===== src/rtl/alu_arbiter.sv =====
// ---------------------------------------------------------------------------
// alu_arbiter
//
// Shares one combinational ALU between two requesters:
//   port 0 - main execute datapath
//   port 1 - branch/address unit
// A round-robin arbiter picks one requester per cycle. It drives the ALU
// operands and opcode from that requester. The ALU result is captured into a
// single registered response slot, tagged with the requester id.
//
// Ports:
//   clk, rst                      clock, synchronous active-high reset
//   reqN_valid / reqN_ready       request handshake, N = 0, 1
//   reqN_a, reqN_b, reqN_opc      request payload
//   alu_a, alu_b, alu_opc         operands/opcode to the ALU
//   alu_res                       combinational result from the ALU
//   rsp_valid / rsp_ready         response handshake
//   rsp_id, rsp_data, rsp_zero    response payload (all registered)
// ---------------------------------------------------------------------------
module alu_arbiter #(
  parameter int DATA_W = 16,
  parameter int OPC_W  = 4
) (
  input  logic              clk,
  input  logic              rst,

  input  logic              req0_valid,
  output logic              req0_ready,
  input  logic [DATA_W-1:0] req0_a,
  input  logic [DATA_W-1:0] req0_b,
  input  logic [OPC_W-1:0]  req0_opc,

  input  logic              req1_valid,
  output logic              req1_ready,
  input  logic [DATA_W-1:0] req1_a,
  input  logic [DATA_W-1:0] req1_b,
  input  logic [OPC_W-1:0]  req1_opc,

  output logic [DATA_W-1:0] alu_a,
  output logic [DATA_W-1:0] alu_b,
  output logic [OPC_W-1:0]  alu_opc,
  input  logic [DATA_W-1:0] alu_res,

  output logic              rsp_valid,
  input  logic              rsp_ready,
  output logic              rsp_id,
  output logic [DATA_W-1:0] rsp_data,
  output logic              rsp_zero
);

  logic              rsp_valid_reg;
  logic              rsp_id_reg;
  logic [DATA_W-1:0] rsp_data_reg;
  logic              rsp_zero_reg;
  logic              rr_ptr_reg;   // port favoured on the next conflict

  logic [1:0] req_valid;
  logic [1:0] req_ready;
  logic       can_accept;
  logic       grant_any;
  logic       grant_id;
  logic       accept;

  assign req_valid = {req1_valid, req0_valid};

  // The slot can take a new result when it is empty or being drained now.
  // This lets the slot drain and refill in the same cycle.
  assign can_accept = ~rsp_valid_reg | rsp_ready;

  // If only one port is valid, that port wins. If both are valid, the
  // round-robin pointer decides. If neither is valid, grant_id is 0.
  assign grant_any = |req_valid;
  assign grant_id  = (&req_valid) ? rr_ptr_reg : req_valid[1];
  assign accept    = grant_any & can_accept & ~rst;

  generate
    for (genvar gi = 0; gi < 2; gi++) begin : g_ready
      assign req_ready[gi] = accept & (grant_id == 1'(gi));
    end
  endgenerate

  assign req0_ready = req_ready[0];
  assign req1_ready = req_ready[1];

  // With no grant, the mux falls back to port 0. Nothing is captured in that
  // case because no ready is high.
  always_comb begin
    alu_a   = req0_a;
    alu_b   = req0_b;
    alu_opc = req0_opc;
    if (grant_any && grant_id) begin
      alu_a   = req1_a;
      alu_b   = req1_b;
      alu_opc = req1_opc;
    end
  end

  always_ff @(posedge clk) begin
    if (rst) begin
      rsp_valid_reg <= 1'b0;
      rsp_id_reg    <= 1'b0;
      rsp_data_reg  <= '0;
      rsp_zero_reg  <= 1'b0;
      rr_ptr_reg    <= 1'b0;
    end else if (accept) begin
      rsp_valid_reg <= 1'b1;
      rsp_id_reg    <= grant_id;
      rsp_data_reg  <= alu_res;
      rsp_zero_reg  <= (alu_res == '0);
      // The port that just lost gets priority on the next conflict.
      rr_ptr_reg    <= ~grant_id;
    end else if (rsp_ready) begin
      // Drain with no refill. The payload keeps its last value.
      rsp_valid_reg <= 1'b0;
    end
  end

  assign rsp_valid = rsp_valid_reg;
  assign rsp_id    = rsp_id_reg;
  assign rsp_data  = rsp_data_reg;
  assign rsp_zero  = rsp_zero_reg;

endmodule


===== config.mk =====
export PLATFORM = sky130hd
export DESIGN_NAME = alu_arbiter
export DESIGN_NICKNAME = d
export VERILOG_FILES = /design/src/rtl/alu_arbiter.sv
export SDC_FILE = /design/constraint.sdc
export NUM_CORES = 1
export LEC_CHECK = 0
export ABC_AREA = 1
export BUFFER_PORTS_ARGS = -buffer_cell sky130_fd_sc_hd__buf_4
export CORE_MARGIN = 2
export CORE_UTILIZATION = 36
export CTS_CLUSTER_DIAMETER = 50
export DETAILED_ROUTE_END_ITERATION = 8
export HOLD_SLACK_MARGIN = 0.06
export PLACE_DENSITY = 0.85
export REMOVE_ABC_BUFFERS = 1
export SLEW_MARGIN = 5
export SYNTH_ARGS = -nofsm -noshare
export SYNTH_HDL_FRONTEND = slang
export SYNTH_SLANG_ARGS = --single-unit

===== constraint.sdc =====
create_clock -name clk -period 1.9 [get_ports clk]
set_clock_uncertainty 0.05 [all_clocks]
set_input_delay 0.095 -clock clk [delete_from_list [all_inputs] [get_ports clk]]
set_output_delay 0.095 -clock clk [all_outputs]
set_load 0.05 [all_outputs]

==> impl_metrics.json, run 1 <==
{
  "outcome": "finished clean",
  "drv_slew": 0,
  "vias_per_cell": 4.63,
  "power_leakage_uw": 0.00156,
  "die_h_um": 64.4,
  "fin_crit_sh": 0.845,
  "crit_type": "reg2out",
  "ys_ff_latch": 20,
  "start_util": 0.385,
  "largest_register_ffs": 16,
  "cts_resized": 0,
  "crit_start": "rr_ptr_reg",
  "routed_wl_um": 5580,
  "dpl.hpwl_um": 4220,
  "rsz0062_at_grt": "no",
  "final_cells": 434,
  "setup_viol": 0,
  "crit_arrival_ps": 1460,
  "syn_area_um2": 1310,
  "htreeDepth": 1,
  "worst_slew_pin_slew_ps": 332,
  "post-route-min-period_ps": 1610,
  "dieWidth_um": 64.4,
  "drc_errors": 0,
  "synth_area_per_cell_um2": 5.84,
  "cts_tree": "yes",
  "cts-root-buf": "clkbuf_4",
  "netlist_instances": 225,
  "placed_cell_area_um2": 2420,
  "antenna_found_initial": 0,
  "grt_overflow": 0,
  "drtAntennaViolNets": 0,
  "cp_max_fo": 22,
  "grt_start_max_net_pins": 38,
  "nets": 482,
  "rrSetupSlack_ps": 770,
  "clk_pin_slew_ps": 110,
  "drv_cap": 0,
  "dp_cells": 413,
  "ys_seq_area_frac": 0.305,
  "gp_congestion": 0.864,
  "numCtsBuffers": 3,
  "core_area_um2": 3420,
  "yosysWarnings": 0,
  "critPathLaunchType": "register",
  "grt_pass1_wl_um": 8750,
  "clockBufferDepth": 2,
  "drt_first_pass_iters": 4,
  "port_buffers": 149,
  "cts_setup_buffers": 0,
  "drive_gt1_frac": 0.446,
  "final_area_um2": 2630,
  "crit_end": "alu_b[7]",
  "grt_pass1_vias": 1947,
  "drtIter0Drc": 91,
  "crit_path_end_kind": "primary output",
  "r2r-end": "rsp_id",
  "grt_usage": 0.264,
  "num_rows": 21,
  "r2r_cells": 7,
  "dieArea_um2": 4150,
  "vias": 2008,
  "relSlewSlack": 0.778,
  "critPathRequiredTime_ps": 1750,
  "finalHoldViolations": 0,
  "insertion_delay_ps": 310,
  "pin_count": 150,
  "hp-class": "in2reg",
  "clock_sinks": 20,
  "power_density_nw_per_um2": 618,
  "hold_ws_ps": 55.2,
  "yosysUniqueCellTypes": 15,
  "diodes": 0,
  "area_growth_pct": 100,
  "rr_startpoint": "rr_ptr_reg",
  "final_core_util": 0.770,
  "avgRoutedWirePerCell_um": 12.9,
  "max_freq_mhz": 623,
  "ir_worst_vdd_mv": 0.466
}
==> power breakdown <==
| part | total, µW | internal, µW | switching (µW) |
|---|---|---|---|
| Combinational | 908 | 334 | 574 |
| Sequential | 467 | 450 | 17.2 |
| Clock | 251 | 117 | 134 |
| Total | 1630 | 901 | 725 |
==> cell usage after synthesis <==
cell | number | share of area
nor2_1 | 9 | 0.026
nand2_2 | 13 | 0.062
inv_4 | 1 | 0.0048
buf_4 | 4 | 0.023
dfxtp_1 | 20 | 0.30
buf_6 | 4 | 0.034
o21ai_0 | 2 | 0.0076
buf_2 | 1 | 0.0038
inv_1 | 8 | 0.023
nand2_1 | 135 | 0.39
buf_12 | 1 | 0.015
a21oi_1 | 4 | 0.015
nand3_1 | 20 | 0.076
inv_2 | 2 | 0.0057
nand3_4 | 1 | 0.013
==> logic make-up after synthesis <==
logic type | count (synthesis) | synth area share
and+or+nand+nor | 178 | 0.563
DFF | 20 | 0.305
buffers and inverters | 21 | 0.110
AOI/OAI and AO/OA | 6 | 0.0229
==> metrics by stage <==
stage	TNS, ps	setup slack [ps]	power (µW)
2_1_floorplan	-3430	-102	993
6_report	0	295	1630
3_3_place_gp	0	659	1350
4_1_cts	0	281	1620
3_5_place_dp	0	629	1350
5_1_grt	0	173	1700
==> layout make-up <==
class                      instances  area (µm²)
timing repair buffer             169        1320
fill                             274         785
multi-input combinational        184         769
sequential                        20         400
tap                               46        57.6
inverter                          11        43.8
clock buffer                       4        36.3
==> critical path, stage by stage (launching register included) <==
cell and delay [ps]:
dfxtp_1 330, inv_1 50, nand2_1 40, nand2_1 110
buf_4 260, nand2_1 90, nand2_1 80, buf_4 200
==> timing repair <==
| action | CTS | global route |
|---|---|---|
| setup endpoints to repair | 0 | 0 |
| hold endpoints to repair | 19 | 0 |
| hold buffers | 17 | 0 |
==> metal layers <==
| layer | wire length, µm | vias to the layer above | track usage |
|---|---|---|---|
| met1 | 1970 | 874 | 0.271 |
| met4 | 164 | 0 | 0.104 |
| met5 | 0 | - | 0 |
| met3 | 617 | 16 | 0.0938 |
| li1 | - | 1013 | - |
| met2 | 2830 | 105 | 0.486 |
==> how the worst min path moves through the flow <==
stage                         to  slack, ps  depth (start not counted)         from
floorplan             rr_ptr_reg        110                          1          rst
global placement    rsp_data[10]        240                          3  alu_res[10]
detailed placement  rsp_data[13]        250                          3  alu_res[13]
CTS                    rsp_valid         60                          4    rsp_ready
global route           rsp_valid        110                          4    rsp_ready
finish                 rsp_valid         60                          4    rsp_ready
==> layout by cell type, fill, tap and decap left out, drive strengths merged <==
cell and count:
inv 11, o21ai 2, nand2 148, nand3 21, buf 152, dlygate4sd3 17
nor2 9, dfxtp 20, a21oi 4, clkbuf 4
(Power assumes the default switching activity.)
==> inputs of run 2 (changes only) <==
- ABC_AREA: 1 -> 0
- CORE_UTILIZATION: 36 -> 34
- PLACE_DENSITY: 0.85 -> 0.81
- clock period: 1.9 -> 1.57 ns (I/O delays scaled with it)
==> impl_metrics.json, run 2 <==
{
  "path_cells": "o21ai_4 > buf_4 > buf_12 > mux2_2 > buf_6",
  "cts-root-buf": "clkbuf_8",
  "grt_pass1_vias": 1710,
  "die_h_um": 66.1,
  "dp_cells": 309,
  "gp_congestion": 0.735,
  "crit_path_end_kind": "primary output",
  "ys_seq_area_frac": 0.305,
  "yosysWarnings": 0,
  "grt_pass1_wl_um": 8330,
  "area_growth_pct": 122,
  "num-fill-cells": 261,
  "routed_wl_um": 5590,
  "hp-class": "in2reg",
  "ir_worst_vdd_mv": 0.429,
  "port_buffers": 149,
  "clk_pin_slew_ps": 70,
  "clockBufferDepth": 2,
  "drc_errors": 0,
  "crit_type": "reg2out",
  "synth_flop_cell": "dfxtp_1",
  "setup_viol": 36,
  "syn_area_um2": 1310,
  "core_area_um2": 3690,
  "placed_cell_area_um2": 2500,
  "drive_gt1_frac": 0.754,
  "final_core_util": 0.791,
  "post-route-min-period_ps": 1690,
  "crit_path_max_incr_delay_ps": 370,
  "final_cells": 333,
  "yosysTopAreaCell": "mux2_2",
  "max_freq_mhz": 590,
  "finalHoldViolations": 0,
  "dpl.hpwl_um": 3910,
  "netlist.area_leader.share": 0.378,
  "fin_crit_sh": 1.08,
  "final_area_um2": 2920,
  "drv_slew": 0,
  "insertion_delay_ps": 250,
  "setup_slack_ps": -124,
  "power_density_nw_per_um2": 743,
  "yosysUniqueCellTypes": 23,
  "cts_tree": "yes",
  "synthTopCellsByCount": "mux2_2, dfxtp_1, nor2b_1",
  "netlist_top_cells_area": "mux2_2, dfxtp_1, mux2_4",
  "numCtsBuffers": 3,
  "relSlewSlack": 0.705,
  "worst_slew_pin_slew_ps": 439,
  "num_rows": 22,
  "largest_register_ffs": 16,
  "nets": 380,
  "avgRoutedWirePerCell_um": 16.8,
  "grt_usage": 0.253,
  "htreeDepth": 1,
  "vias": 1589,
  "cp_max_fo": 10,
  "drv_cap": 0,
  "dieArea_um2": 4370,
  "netlist_instances": 116,
  "drtIter0Drc": 60,
  "clock_sinks": 20,
  "async_flop_share": 0,
  "seqCellArea_um2": 402,
  "drtAntennaViolNets": 0,
  "multiInputGateArea_um2": 870,
  "start_util": 0.356,
  "synth-edff-count": 0,
  "power_leakage_uw": 0.00141,
  "critPathRequiredTime_ps": 1440,
  "critPathSlowestCell": "mux2_2",
  "yosysMostFrequentCell": "mux2_2",
  "grt_start_max_net_pins": 23,
  "hold_ws_ps": 106,
  "antenna_found_initial": 0,
  "final_common_cell": "buf_4",
  "critPathLaunchType": "register",
  "total_power_uw": 2170,
  "outcome": "finished with violations",
  "final_cell_mix": "buf_4, mux2_2, buf_6",
  "rsz0062_at_grt": "yes",
  "dieWidth_um": 66.1,
  "pin_count": 150,
  "vias_per_cell": 4.77,
  "diodes": 0,
  "crit_arrival_ps": 1570,
  "drt_first_pass_iters": 4,
  "synth_area_per_cell_um2": 11.3,
  "ys_ff_latch": 20,
  "grt_overflow": 0,
  "violations": "negative setup slack"
}
-- run 2: cell count changes after synthesis, sizes merged, moves of 4 or more --
cell | previous run | this run
buf | 10 | 5
inv | 11 | 1
mux2 | 0 | 52
nand2 | 148 | 0
nand3 | 21 | 0
nor2 | 9 | 1
nor2b | 0 | 17
nor4 | 0 | 4
-- run 2: repair_timing --
item	4_1_cts	5_1_grt
endpoints found under the setup margin	37	36
endpoints found under the hold margin	17	0
hold buffers	17	0
gates resized for setup	39	0
cloned	2	0
pin swaps	1	0
buffers inserted	3	0
-- run 2: kinds of logic after synthesis --
| kind of cell | Yosys count | share of synthesized area |
|---|---|---|
| DFF | 20 | 0.305 |
| muxes | 53 | 0.477 |
| AOI/OAI and AO/OA | 7 | 0.0334 |
| and+or+nand+nor | 28 | 0.144 |
| buffers and inverters | 8 | 0.0410 |
-- run 2: worst max-delay path, delay by kind of cell (launching register included) --
family | cells | cell delay [ps]
AO/OA/AOI/OAI | 1 | 150
buffers and inverters | 3 | 430
flip-flops | 1 | 350
multiplexers | 1 | 370
-- run 2: layout make-up --
class | count | area share
Timing Repair Buffer | 173 | 0.529
Tap cell | 48 | 0.0206
Inverter | 1 | 0.00129
Clock buffer | 3 | 0.0141
Sequential cell | 20 | 0.138
Multi-Input combinational cell | 88 | 0.298
-- run 2: per-layer routing --
| metal | vias up | routed length [µm] | track usage | part of all wire |
|---|---|---|---|---|
| li1 | 759 | - | - | - |
| met1 | 729 | 1960 | 0.248 | 0.35 |
| met2 | 90 | 2980 | 0.496 | 0.53 |
| met3 | 11 | 537 | 0.0784 | 0.096 |
| met4 | 0 | 108 | 0.0765 | 0.019 |
| met5 | - | 0 | 0 | 0 |
-- run 2: stage by stage --
step,TNS [ps],worst slack (ps)
final,-3000,-124
after detailed placement,0,111
after floorplan,-49050,-1270
after CTS,-3950,-120
after global placement,0,128
after global routing,-4880,-168
-- run 2: report_power, final --
group          switching [µW]  internal [µW]
registers                26.7            554
clock network             156            171
logic                     683            578
total                     866           1300
-- run 2: worst paths after layout --
kind	start	end	slack, ps	cells past startpoint
worst max-delay path	rr_ptr_reg	alu_b[0]	-120	5
worst min-delay path	req1_valid	rsp_id	110	3
worst max register to register	rsp_valid	rsp_data[1]	110	5
worst min register to register	rsp_zero	rsp_zero	430	2
